File: config.mk
export PLATFORM = sky130hd
export DESIGN_NAME = universal_mod_cnt
export DESIGN_NICKNAME = d
export VERILOG_FILES = /design/src/rtl/universal_mod_cnt.sv
export SDC_FILE = /design/constraint.sdc
export NUM_CORES = 1
export LEC_CHECK = 0
export CAP_MARGIN = 15
export CORE_ASPECT_RATIO = 0.5
export CORE_MARGIN = 3
export CORE_UTILIZATION = 50
export CTS_BUF_LIST = sky130_fd_sc_hd__clkbuf_16
export DETAILED_ROUTE_END_ITERATION = 8
export PLACE_DENSITY_LB_ADDON = 0.12
export SYNTH_ARGS = -nofsm -noshare
export SYNTH_HDL_FRONTEND = slang
export SYNTH_SLANG_ARGS = --single-unit
File: constraint.sdc
create_clock -name clk -period 4.4 [get_ports clk]
set_input_delay 1.1 -clock clk [delete_from_list [all_inputs] [get_ports clk]]
set_output_delay 1.1 -clock clk [all_outputs]
set_load 0.01 [all_outputs]
File: src/rtl/universal_mod_cnt.sv
// universal_mod_cnt: up/down counter over the range 0..MOD-1 with a variable
// step, run-time selectable wrap or saturate behaviour, combinational end
// ticks and registered one-cycle wrap / bad-load pulses.
module universal_mod_cnt #(
  parameter int N      = 8,
  parameter int MOD    = 200,
  parameter int STEP_W = 4
) (
  input  logic              clk,
  input  logic              rst,
  input  logic              syn_clr,
  input  logic              load,
  input  logic              en,
  input  logic              up,
  input  logic              sat,
  input  logic [STEP_W-1:0] step,
  input  logic [N-1:0]      d,
  output logic [N-1:0]      q,
  output logic              max_tick,
  output logic              min_tick,
  output logic              wrap_pls,
  output logic              load_err
);

  // Reject parameter sets where one correction by MOD could be insufficient.
  if ((MOD < 2) || (MOD > (1 << N)) || ((1 << STEP_W) > MOD)) begin : g_param_chk
    $error("universal_mod_cnt: illegal N/MOD/STEP_W combination");
  end

  // All arithmetic runs one bit wider than q so MOD == 2**N is representable.
  localparam logic [N:0]   MOD_EXT = (N+1)'(MOD);
  localparam logic [N-1:0] TOP_VAL = (N)'(MOD - 1);

  logic [N-1:0] q_r;
  logic         wrap_r;
  logic         err_r;

  logic [N-1:0] q_nxt_s;
  logic         wrap_nxt_s;
  logic         err_nxt_s;

  logic [N:0]   q_ext_s;
  logic [N:0]   step_ext_s;
  logic [N:0]   d_ext_s;
  logic [N:0]   sum_s;
  logic [N:0]   over_s;
  logic [N:0]   under_s;

  assign q_ext_s    = {1'b0, q_r};
  assign step_ext_s = {{(N+1-STEP_W){1'b0}}, step};
  assign d_ext_s    = {1'b0, d};
  assign sum_s      = q_ext_s + step_ext_s;
  // Up-count overflow corrected once by MOD; result always lands in range.
  assign over_s     = sum_s - MOD_EXT;
  // Down-count underflow corrected once by MOD; q + MOD never exceeds N+1 bits.
  assign under_s    = q_ext_s + MOD_EXT - step_ext_s;

  // Next-state selection with priority syn_clr > load > en > hold.
  always_comb begin
    q_nxt_s    = q_r;
    wrap_nxt_s = 1'b0;
    err_nxt_s  = 1'b0;
    if (syn_clr) begin
      q_nxt_s = {N{1'b0}};
    end else if (load) begin
      if (d_ext_s >= MOD_EXT) begin
        q_nxt_s   = TOP_VAL;
        err_nxt_s = 1'b1;
      end else begin
        q_nxt_s = d;
      end
    end else if (en) begin
      if (step == {STEP_W{1'b0}}) begin
        q_nxt_s = q_r;
      end else if (up) begin
        if (sum_s >= MOD_EXT) begin
          if (sat) begin
            q_nxt_s = TOP_VAL;
          end else begin
            q_nxt_s    = over_s[N-1:0];
            wrap_nxt_s = 1'b1;
          end
        end else begin
          q_nxt_s = sum_s[N-1:0];
        end
      end else begin
        if (q_ext_s >= step_ext_s) begin
          q_nxt_s = q_r - step_ext_s[N-1:0];
        end else if (sat) begin
          q_nxt_s = {N{1'b0}};
        end else begin
          q_nxt_s    = under_s[N-1:0];
          wrap_nxt_s = 1'b1;
        end
      end
    end else begin
      q_nxt_s = q_r;
    end
  end

  // Count register and pulse flops; reset clears them without a clock edge.
  always_ff @(posedge clk or negedge rst) begin
    if (!rst) begin
      q_r    <= {N{1'b0}};
      wrap_r <= 1'b0;
      err_r  <= 1'b0;
    end else begin
      q_r    <= q_nxt_s;
      wrap_r <= wrap_nxt_s;
      err_r  <= err_nxt_s;
    end
  end

  assign q        = q_r;
  assign wrap_pls = wrap_r;
  assign load_err = err_r;
  assign max_tick = (q_r == TOP_VAL);
  assign min_tick = (q_r == {N{1'b0}});

endmodule

**After elaboration in Yosys (flattened, before gate mapping)**

Index checks and enable logic that the tools add are counted.

- RAM bits: 0
- Register bits after elaboration: 10
- Bits of input ports: 19
- Bits in read-only memories: 0
- Memories kept: 0
- Output and inout port bits: 12
- Bits in latches: 0

- Multipliers: 0
- Bitwise logic cells: 0
- Equal/unequal tests: 2
- $add $sub $neg: 5
- Order comparisons: 3
- Shift-type cells: 0
- Div/mod/pow operators: 0
- Muxes and demuxes: 21
- Reductions and logical operators: 4

Operators with widths:

| cell | count |
|---|---|
| $mux 8 | 10 |
| $sub 8x4->8 | 2 |
| $mux 1 | 11 |
| $add 8x4->9 | 1 |
| $ge 9x8->1 const B | 1 |
| $add 8x8->8 const B | 1 |
| $eq 8x8->1 const B | 1 |
| $ge 8x4->1 | 1 |
| $ge 8x8->1 const B | 1 |
| $logic_not 8->1 | 1 |
| $sub 8x8->8 const B | 1 |
| $logic_not 4->1 | 1 |
| $ne 3x3->1 const B | 1 |
| $reduce_bool 3->1 | 1 |
| $reduce_and 2->1 | 1 |

**Logic depth before layout (Yosys ltp)**

Gate-level depths: netlist (run 1).

- Depth after elaboration: 9
- Depth in mapped cells: 13

**Worst setup path after synthesis (run 1)**

No wires, ideal clock.

- Path kind: input port to flip-flop
- Start: input port step[2]
- End: register q_r[5] (netlist: q[5])
- Arrival: 3.386 ns
- Slack: 0.888 ns
- Setup time: 0.126 ns
- Buffers on the path: 1
- Stages: 13
- Cells stage by stage: inv_1 ha_1 buf_6 inv_2 a221oi_2 xnor2_1 ha_1 nand2_1 a21oi_1 o22ai_2 a31oi_4 nor3_1 o311a_1

- Longest elaborated chain between the ends: 9
- Elaborated cells between the ends (all ways): 18
- Those cells by class: add/sub (4); order compare (2); eq/ne (1); mux (9); reduce/logical (2)

RTL lines:

| item | line | text |
|---|---|---|
| from (decl) | 16 | `input logic [STEP_W-1:0] step,` |
| $add 8x4->9 | 52 | `assign sum_s = q_ext_s + step_ext_s;` |
| $sub 8x8->8 | 54 | `assign over_s = sum_s - MOD_EXT;` |
| $mux 8 | 77 | `if (sat) begin` |
| $mux 8 | 76 | `if (sum_s >= MOD_EXT) begin` |
| $mux 8 | 75 | `end else if (up) begin` |
| $mux 8 | 73 | `if (step == {STEP_W{1'b0}}) begin` |
| $mux 8 | 72 | `end else if (en) begin` |
| $mux 8 | 65 | `end else if (load) begin` |
| $mux 8 | 63 | `if (syn_clr) begin` |
| to (signal assigned) | 104 | `q_r <= {N{1'b0}};` |
| to (signal assigned) | 108 | `q_r <= q_nxt_s;` |
| to (decl) | 34 | `logic [N-1:0] q_r;` |

Several ways; a longest one is shown, not always the timed one. The select of a mux whose other input is x is not followed.
A chain may end at the register's enable or synchronous reset.

**Worst setup path after layout (run 1)**

- Start: input port step[1]
- End: register q_r[5] (netlist: q[5])

The elaborated chain is that of the path after synthesis.

==> flow_summary.toml, run 1 <==
[sta]
report.final.slew_viol_count = 0
finalWorstSetupSlack_ps = 333
period_share = 0.924
fin_hold_ws_ps = 620
worst_pin_slew_ps = 493
rsz0062_at_grt = "false"
fin_worst_skew_ps = 1.36
finalSetupTns_ps = 0
hold_viol_final = 0
relSlewSlack = 0.671
fmaxAchievable_ghz = 0.246
final-setup-viol-count = 0
fin_crit_ps = 4070

[floorplanning]
rows = 14
dieWidth_um = 90.9
die_height_um = 48.4
ioPinCount = 31
die_area_mm2 = 0.00440
start_util = 0.559
design.core.area_mm2 = 0.00322

[yosys]
synth.avg_cell_area_um2 = 8.04
synthesis.nets = 267
yosysSeqAreaShare = 0.139
ys_types = 66
ys.flop_type = "dfrtp_1"
synth_area_mm2 = 0.00180
ys_warn_count = 0
synth_edf_count = 0
ys_ff_latch = 10
synthArstFlopShare = 1.00
syn_inst = 224

[clock_network]
cts_max_level = 1
clkTransAtPathRegs_ps = 40
post_cts_resized = 0
clkSinkCount = 10
postCtsSetupBuffers = 0
cts_hold_buffers = 0
numCtsBuffers = 3
clockRootBuffer = "clkbuf_16"
clk-insertion-delay-late_ps = 230
clk_path_buf_depth = 2
tritoncts = "yes"

[setup_path]
cp.arrival_ps = 4180
reg2regPathDepth = 12
worstReg2RegStart = "q[0]"
worstSetupPathType = "input pin to flop"
start_kind = "input pin"
rr_endpoint = "q[5]"
worstPathRequired_ps = 4510
rrSetupSlack_ps = 1260
endpoint = "q[5]"
critPathLaunch = "step[1]"
crit_fanout = 8
cp-end-kind = "flop"

[drt]
drt_iter0_drc = 253
drc = 0
drt_wl_total_um = 5460
viasPerCell = 6.26
vias = 1902
drtPass1Iterations = 5
ant_nets = 0
routedWlPerCell_um = 18.0

[place]
gp_congestion = 1.06
io_buffers = 30
place_ws_ps = 160
hpwl_um = 4270

[finish]
n_fill_cell = 273
diodes = 0
nNetsFinal = 300
syn_to_final_growth_pct = 24.8
drive_gt1_frac = 0.102

[global_route]
antenna_found_initial = 0
grt_max_degree = 15
grt_pass1_wl_um = 8850
first_global_vias = 1705
gr-usage-all-layers = 0.251
grt-ovfl-total = 0

[outcome]
status = "finished clean"

[flow_run]
drv_cap = 0

[hold_path]
hold_path.class = "flop to flop"

[power_and_ir_drop]
pwr_density_cell_mw_per_mm2 = 289
leakage_nw = 0.940
ir_drop_mv = 0.132
==> final cells by class <==
type | instances | area, um2 | share of cell area
inverter | 23 | 86.3 | 0.0384
clock inverter | 1 | 3.75 | 0.00167
multi-input combinational | 182 | 1420 | 0.632
sequential | 10 | 250 | 0.111
timing repair buffer | 37 | 353 | 0.157
clock buffer | 3 | 75.1 | 0.0334
tap | 48 | 60.1 | 0.0267
==> cell families (layout without fill, tap and decap cells) <==
kind of cell	Yosys count	in the layout	synth area share
AND/OR/NAND/NOR	75	75	0.233
flip-flops	10	10	0.139
AO/OA/AOI/OAI	66	66	0.278
XOR/XNOR	15	15	0.0771
multiplexers	2	2	0.0118
adder cells (fa/ha/maj)	24	24	0.188
buffers and inverters	32	64	0.0729
==> state kept, by name, indices dropped and copies added, names as in the netlist <==
name,count
load_err,1
wrap_pls,1
q,8
==> how the worst min path moves through the flow <==
stage          startpoint  endpoint  slack (ps)  cells past startpoint
2_1_floorplan        q[0]      q[0]         600                      1
5_1_grt              q[0]      q[0]         650                      1
3_5_place_dp         q[0]      q[0]         600                      1
3_3_place_gp         q[0]      q[0]         600                      1
6_report             q[0]      q[0]         620                      1
4_1_cts              q[0]      q[0]         610                      1
==> cells in the mapped netlist (5+ instances only) <==
cell	count	area share
clkbuf_1	5	0.010
fa_1	5	0.056
xnor2_1	10	0.049
nor3_1	8	0.022
dfrtp_1	10	0.14
ha_1	19	0.13
a21oi_1	17	0.047
nor2b_1	6	0.021
inv_1	22	0.046
o21ai_0	8	0.022
nor2_1	13	0.027
nand2_1	15	0.031
==> layer usage <==
| metal | global-route usage | vias to the layer above | share of wire |
|---|---|---|---|
| met2 | 0.344 | 108 | 0.41 |
| met4 | 0.0525 | 0 | 0.012 |
| met5 | 0 | - | 0 |
| met1 | 0.407 | 893 | 0.48 |
| met3 | 0.0372 | 12 | 0.10 |
| li1 | - | 889 | - |
==> power breakdown <==
part / internal, W / total, W / switching (W)
combinational: 0.000164 / 0.000370 / 0.000206
sequential: 0.000100 / 0.000122 / 0.0000218
clock: 0.000119 / 0.000157 / 0.0000385
==> worst max-delay path, stage by stage <==
cell and delay [ps]:
clkdlybuf4s50_1 570, inv_1 110, ha_1 420, nor2_4 60
a221oi_2 310, xnor2_1 190, ha_1 270, nand2_1 80
a21oi_1 220, o22ai_2 140, a31oi_4 320, nor3_1 80
o311a_1 310
==> placed cells by master (no fill, tap or decap), types with 5 or more instances in the layout <==
cell type and n:
nand2_1 15, nor2_1 13, nor2b_1 6, o21ai_0 8, nor3_1 8, ha_1 19
inv_1 22, buf_4 7, clkdlybuf4s50_1 30, fa_1 5, xnor2_1 10, a21oi_1 17
dfrtp_1 10
==> metrics by stage <==
stage | util | instance area (um2) | total power, W | instances
3_5_place_dp | 0.673 | 2170 | 0.000481 | 300
2_1_floorplan | - | 1800 | 0.000365 | 224
6_report | 0.698 | 2250 | 0.000649 | 304
3_3_place_gp | 0.673 | 2170 | 0.000477 | 300
4_1_cts | 0.698 | 2250 | 0.000642 | 304
5_1_grt | 0.698 | 2250 | 0.000691 | 304
Note: power is estimated with default switching activity, not from simulation.
==> run 2: changes to the inputs <==
--- a/config.mk
+++ b/config.mk
@@ -12,6 +12,7 @@
 export CTS_BUF_LIST = sky130_fd_sc_hd__clkbuf_16
 export DETAILED_ROUTE_END_ITERATION = 8
 export PLACE_DENSITY_LB_ADDON = 0.12
+export RECOVER_POWER = 50
 export SYNTH_ARGS = -nofsm -noshare
 export SYNTH_HDL_FRONTEND = slang
 export SYNTH_SLANG_ARGS = --single-unit
==> flow_summary.toml, run 2 (synthesis gave the netlist of run 1 again) <==
[setup_path]
worstPathRequired_ps = 4510
cp.arrival_ps = 4180
crit_fanout = 8
worstSetupPathType = "input pin to flop"
start_kind = "input pin"
cp-end-kind = "flop"

[clock_network]
numCtsBuffers = 3
clockRootBuffer = "clkbuf_16"
tritoncts = "yes"
cts_max_level = 1
clk_path_buf_depth = 2
clkSinkCount = 10
clk-insertion-delay-late_ps = 230
clkTransAtPathRegs_ps = 40
post_cts_resized = 0
cts_hold_buffers = 0
postCtsSetupBuffers = 0

[place]
gp_congestion = 1.06
io_buffers = 30
hpwl_um = 4270
place_ws_ps = 160

[global_route]
grt-ovfl-total = 0
grt_pass1_wl_um = 8850
antenna_found_initial = 0
grt_max_degree = 15
gr-usage-all-layers = 0.251
first_global_vias = 1705

[sta]
period_share = 0.924
rsz0062_at_grt = "false"
finalSetupTns_ps = 0
final-setup-viol-count = 0
worst_pin_slew_ps = 732
fin_worst_skew_ps = 1.10
report.final.slew_viol_count = 0
finalWorstSetupSlack_ps = 332
fmaxAchievable_ghz = 0.246
fin_crit_ps = 4070
hold_viol_final = 0
relSlewSlack = 0.512

[floorplanning]
die_area_mm2 = 0.00440
start_util = 0.559
die_height_um = 48.4
ioPinCount = 31
design.core.area_mm2 = 0.00322
rows = 14
dieWidth_um = 90.9

[finish]
diodes = 0
multi_input_area_mm2 = 0.00142
largest_reg_flops = 8
final-seq-area_um2 = 250
n_fill_cell = 275
drive_gt1_frac = 0.0977
nNetsFinal = 300
layout_common_cells = "clkdlybuf4s50_1 (24), inv_1 (22), ha_1 (19)"
syn_to_final_growth_pct = 24.6
final_common_cell = "clkdlybuf4s50_1"

[power_and_ir_drop]
pwr_density_cell_mw_per_mm2 = 289
leakage_nw = 0.948
finalPower_w = 0.000648
ir_drop_mv = 0.131

[drt]
ant_nets = 0
drt_wl_total_um = 5460
viasPerCell = 6.22
drtPass1Iterations = 5
routedWlPerCell_um = 18.0
vias = 1891
drt_iter0_drc = 253
drc = 0

[flow_run]
drv_cap = 0

[outcome]
status = "finished clean"

[hold_path]
hold_path.class = "flop to flop"
run 2: cell types whose count changed in the layout (fill, tap and decap cells not counted):
cell / previous run / this run
buf_4: 7 / 6
clkbuf_1: 0 / 1
clkdlybuf4s50_1: 30 / 24
dlygate4sd3_1: 0 / 6
run 2: power breakdown:
part / switching, W / leakage, nW / internal [W]
Combinational: 0.000206 / 0.777 / 0.000162
Clock: 0.0000385 / 0.0385 / 0.000119
Sequential: 0.0000219 / 0.132 / 0.000100
Total: 0.000267 / 0.948 / 0.000381
run 2: routing by layer:
metal,part of all wire,GRT usage
met5,0,0
met1,0.47,0.407
met4,0.014,0.0525
met2,0.41,0.344
met3,0.11,0.0372
run 2: critical path: stages:
cell             delay (ps)
clkdlybuf4s50_1         570
inv_1                   110
ha_1                    420
nor2_4                   60
a221oi_2                310
xnor2_1                 190
ha_1                    270
nand2_1                  80
a21oi_1                 220
o22ai_2                 140
a31oi_4                 310
nor3_1                   80
o311a_1                 310
run 2: worst paths after layout:
path	to	from	depth (start not counted)	slack, ps
max	q[5]	step[1]	13	330
max in group asynchronous	q[1]	rst	1	2830
max reg2reg	q[5]	q[0]	12	1270
min reg2reg	q[0]	q[0]	1	610
min	q[0]	q[0]	1	610
min in group asynchronous	q[7]	rst	1	1260
run 2: final cells by class:
cell class | instances | area share
Clock buffer | 3 | 0.0334
Sequential cell | 10 | 0.111
Clock inverter | 1 | 0.00167
Inverter | 23 | 0.0385
Multi-Input combinational cell | 182 | 0.633
Timing Repair Buffer | 37 | 0.156
Tap cell | 48 | 0.0268
run 2: stage by stage:
stage	cell area, um2	util	hold WS (ps)	instances
floorplan	1800	-	601	224
global placement	2170	0.673	602	300
detailed placement	2170	0.673	599	300
CTS	2250	0.698	608	304
global route	2240	0.696	646	304
finish	2240	0.696	609	304
==> variant: new RTL, settings of run 1 <==
Register the input `d` before use, without a reset. The logic sees it one clock later. The other inputs are not delayed to match.
--- a/src/rtl/universal_mod_cnt.sv
+++ b/src/rtl/universal_mod_cnt.sv
@@ -22,4 +22,10 @@
   output logic              load_err
 );
+
+  logic [N-1:0] d_q;
+
+  always_ff @(posedge clk) begin
+    d_q <= d;
+  end
 
   // Reject parameter sets where one correction by MOD could be insufficient.
@@ -49,5 +55,5 @@
   assign q_ext_s    = {1'b0, q_r};
   assign step_ext_s = {{(N+1-STEP_W){1'b0}}, step};
-  assign d_ext_s    = {1'b0, d};
+  assign d_ext_s    = {1'b0, d_q};
   assign sum_s      = q_ext_s + step_ext_s;
   // Up-count overflow corrected once by MOD; result always lands in range.
@@ -68,5 +74,5 @@
         err_nxt_s = 1'b1;
       end else begin
-        q_nxt_s = d;
+        q_nxt_s = d_q;
       end
     end else if (en) begin
Formal check against the unedited RTL: not equivalent (a bounded check fails within 4 cycles, from zero or initial values and one cycle with rst low).
==> variant against run 1 <==
- global-route usage shrank 0.67 points
- first-iteration DRC count down 36%
- total power up 14%
- wire length down 3.7%
- largest power group unchanged
- fmax down 1.3%
- highest routed layer unchanged
- final cell count grew 3.6%
- critical endpoint is now q[6]
- final area up 6.5%
- worst setup slack worse by 0.055 ns
- sequential cell count grew 8
- area after synthesis up 6.5%
==> variant: results (changes against run 1) <==
[run_status]
outcome = finished clean  ; unchanged

[yosys]
synth_nets = 273  ; was 267
synthMuxAreaShare = 0.005867  ; was 0.01181
synth_xor_area_frac = 0.06323  ; was 0.07708
ys_types = 57  ; was 66
synthTopCellsByArea = dfrtp_1, ha_1, dfxtp_1, fa_1, nor2_1  ; was dfrtp_1, ha_1, fa_1, xnor2_1, a21oi_1
yosysSeqAreaShare = 0.2138  ; was 0.1389
synthAdderAreaFrac = 0.1760  ; was 0.1875
async_flop_share = 0.5556  ; was 1.000
synth_compound_area_frac = 0.2718  ; was 0.2785

[power_and_ir_drop]
swShare = 0.3788  ; was 0.4099
leakage_nw = 1.005  ; was 0.9403 nW

[hold_path]
hold_start = d_q[6]  ; was q[0]
hold_end = q[6]  ; was q[0]
holdPathStages = 2  ; was 1

[placed_design]
pre_cts_ws_ns = 0.04456  ; was 0.1603 ns
routabilityCongestion = 0.9955  ; was 1.061

[cts]
clock_latency_ns = 0.25  ; was 0.23 ns

[critical_path]
reg2reg_slack_ns = 1.15  ; was 1.26 ns
worstPathArrival_ns = 4.23  ; was 4.18 ns
timing.rr.end = q[6]  ; was q[5]
max_stage_delay_ns = 0.45  ; was 0.57 ns

[cells_and_area]
nets = 308  ; was 300
drive_gt1_frac = 0.09470  ; was 0.1016

[detailed_routing]
wl_per_cell_um = 16.70  ; was 17.97 um
drtIter0Drc = 161  ; was 253
drtPass1Iterations = 4  ; was 5

[grt]
grt_pass1_vias = 1748  ; was 1705
grt_max_degree = 20  ; was 15
grt_usage = 0.2445  ; was 0.2513

[sta]
finClkSkew_ns = 0.002738  ; was 0.001361 ns
relSlewSlack = 0.5472  ; was 0.6706

[variant: worst max path at each step]
stage,from,end,slack (ns)
6_report,step[0],q[6],0.28
2_1_floorplan,step[0],q[6],0.55
5_1_grt,step[0],q[7],0.06
3_3_place_gp,step[0],q[6],0.11
4_1_cts,step[0],q[6],0.30
3_5_place_dp,step[0],q[6],0.04
[variant: per-layer routing]
metal	track usage	wire (um)	vias up
met5	0	0	-
met3	0.02744	466	2
met2	0.3538	2093	79
met4	0.05036	21	0
li1	-	-	903
met1	0.3863	2679	844
[variant: area by class of cell]
class,instances,area [um2],area share
clock buffer,3,75.07,0.03135
clock inverter,1,3.754,0.001567
inverter,20,77.57,0.03239
multi-input combinational,181,1381,0.5768
sequential,18,410.4,0.1714
tap,51,63.81,0.02665
timing repair buffer,41,382.9,0.1599
[variant: cell families after synthesis]
logic type | count (synthesis)
fa+ha+maj | 24
simple gates | 76
xor+xnor | 13
flops | 18
buf+inv | 31
compound gates | 67
mux | 1
[variant: power groups by stage]
stage	Clock, mW	Sequential [mW]	Combinational (mW)
CTS	0.182	0.200	0.361
detailed placement	0	0.203	0.356
floorplan	0	0.196	0.234
finish	0.176	0.200	0.365
global placement	0	0.203	0.354
global route	0.191	0.203	0.403
[variant: metrics by stage]
stage / total power [mW] / cells / area [um2]
6_report: 0.7417 / 315 / 2395
5_1_grt: 0.7975 / 315 / 2395
4_1_cts: 0.7424 / 315 / 2395
3_5_place_dp: 0.5591 / 311 / 2316
3_3_place_gp: 0.5564 / 311 / 2316
2_1_floorplan: 0.4302 / 230 / 1919
[variant: worst min-delay path, delay by kind of cell, from the launching register on]
family | cells | cell delay (ns)
flip-flops | 1 | 0.33
AO/OA/AOI/OAI | 2 | 0.19
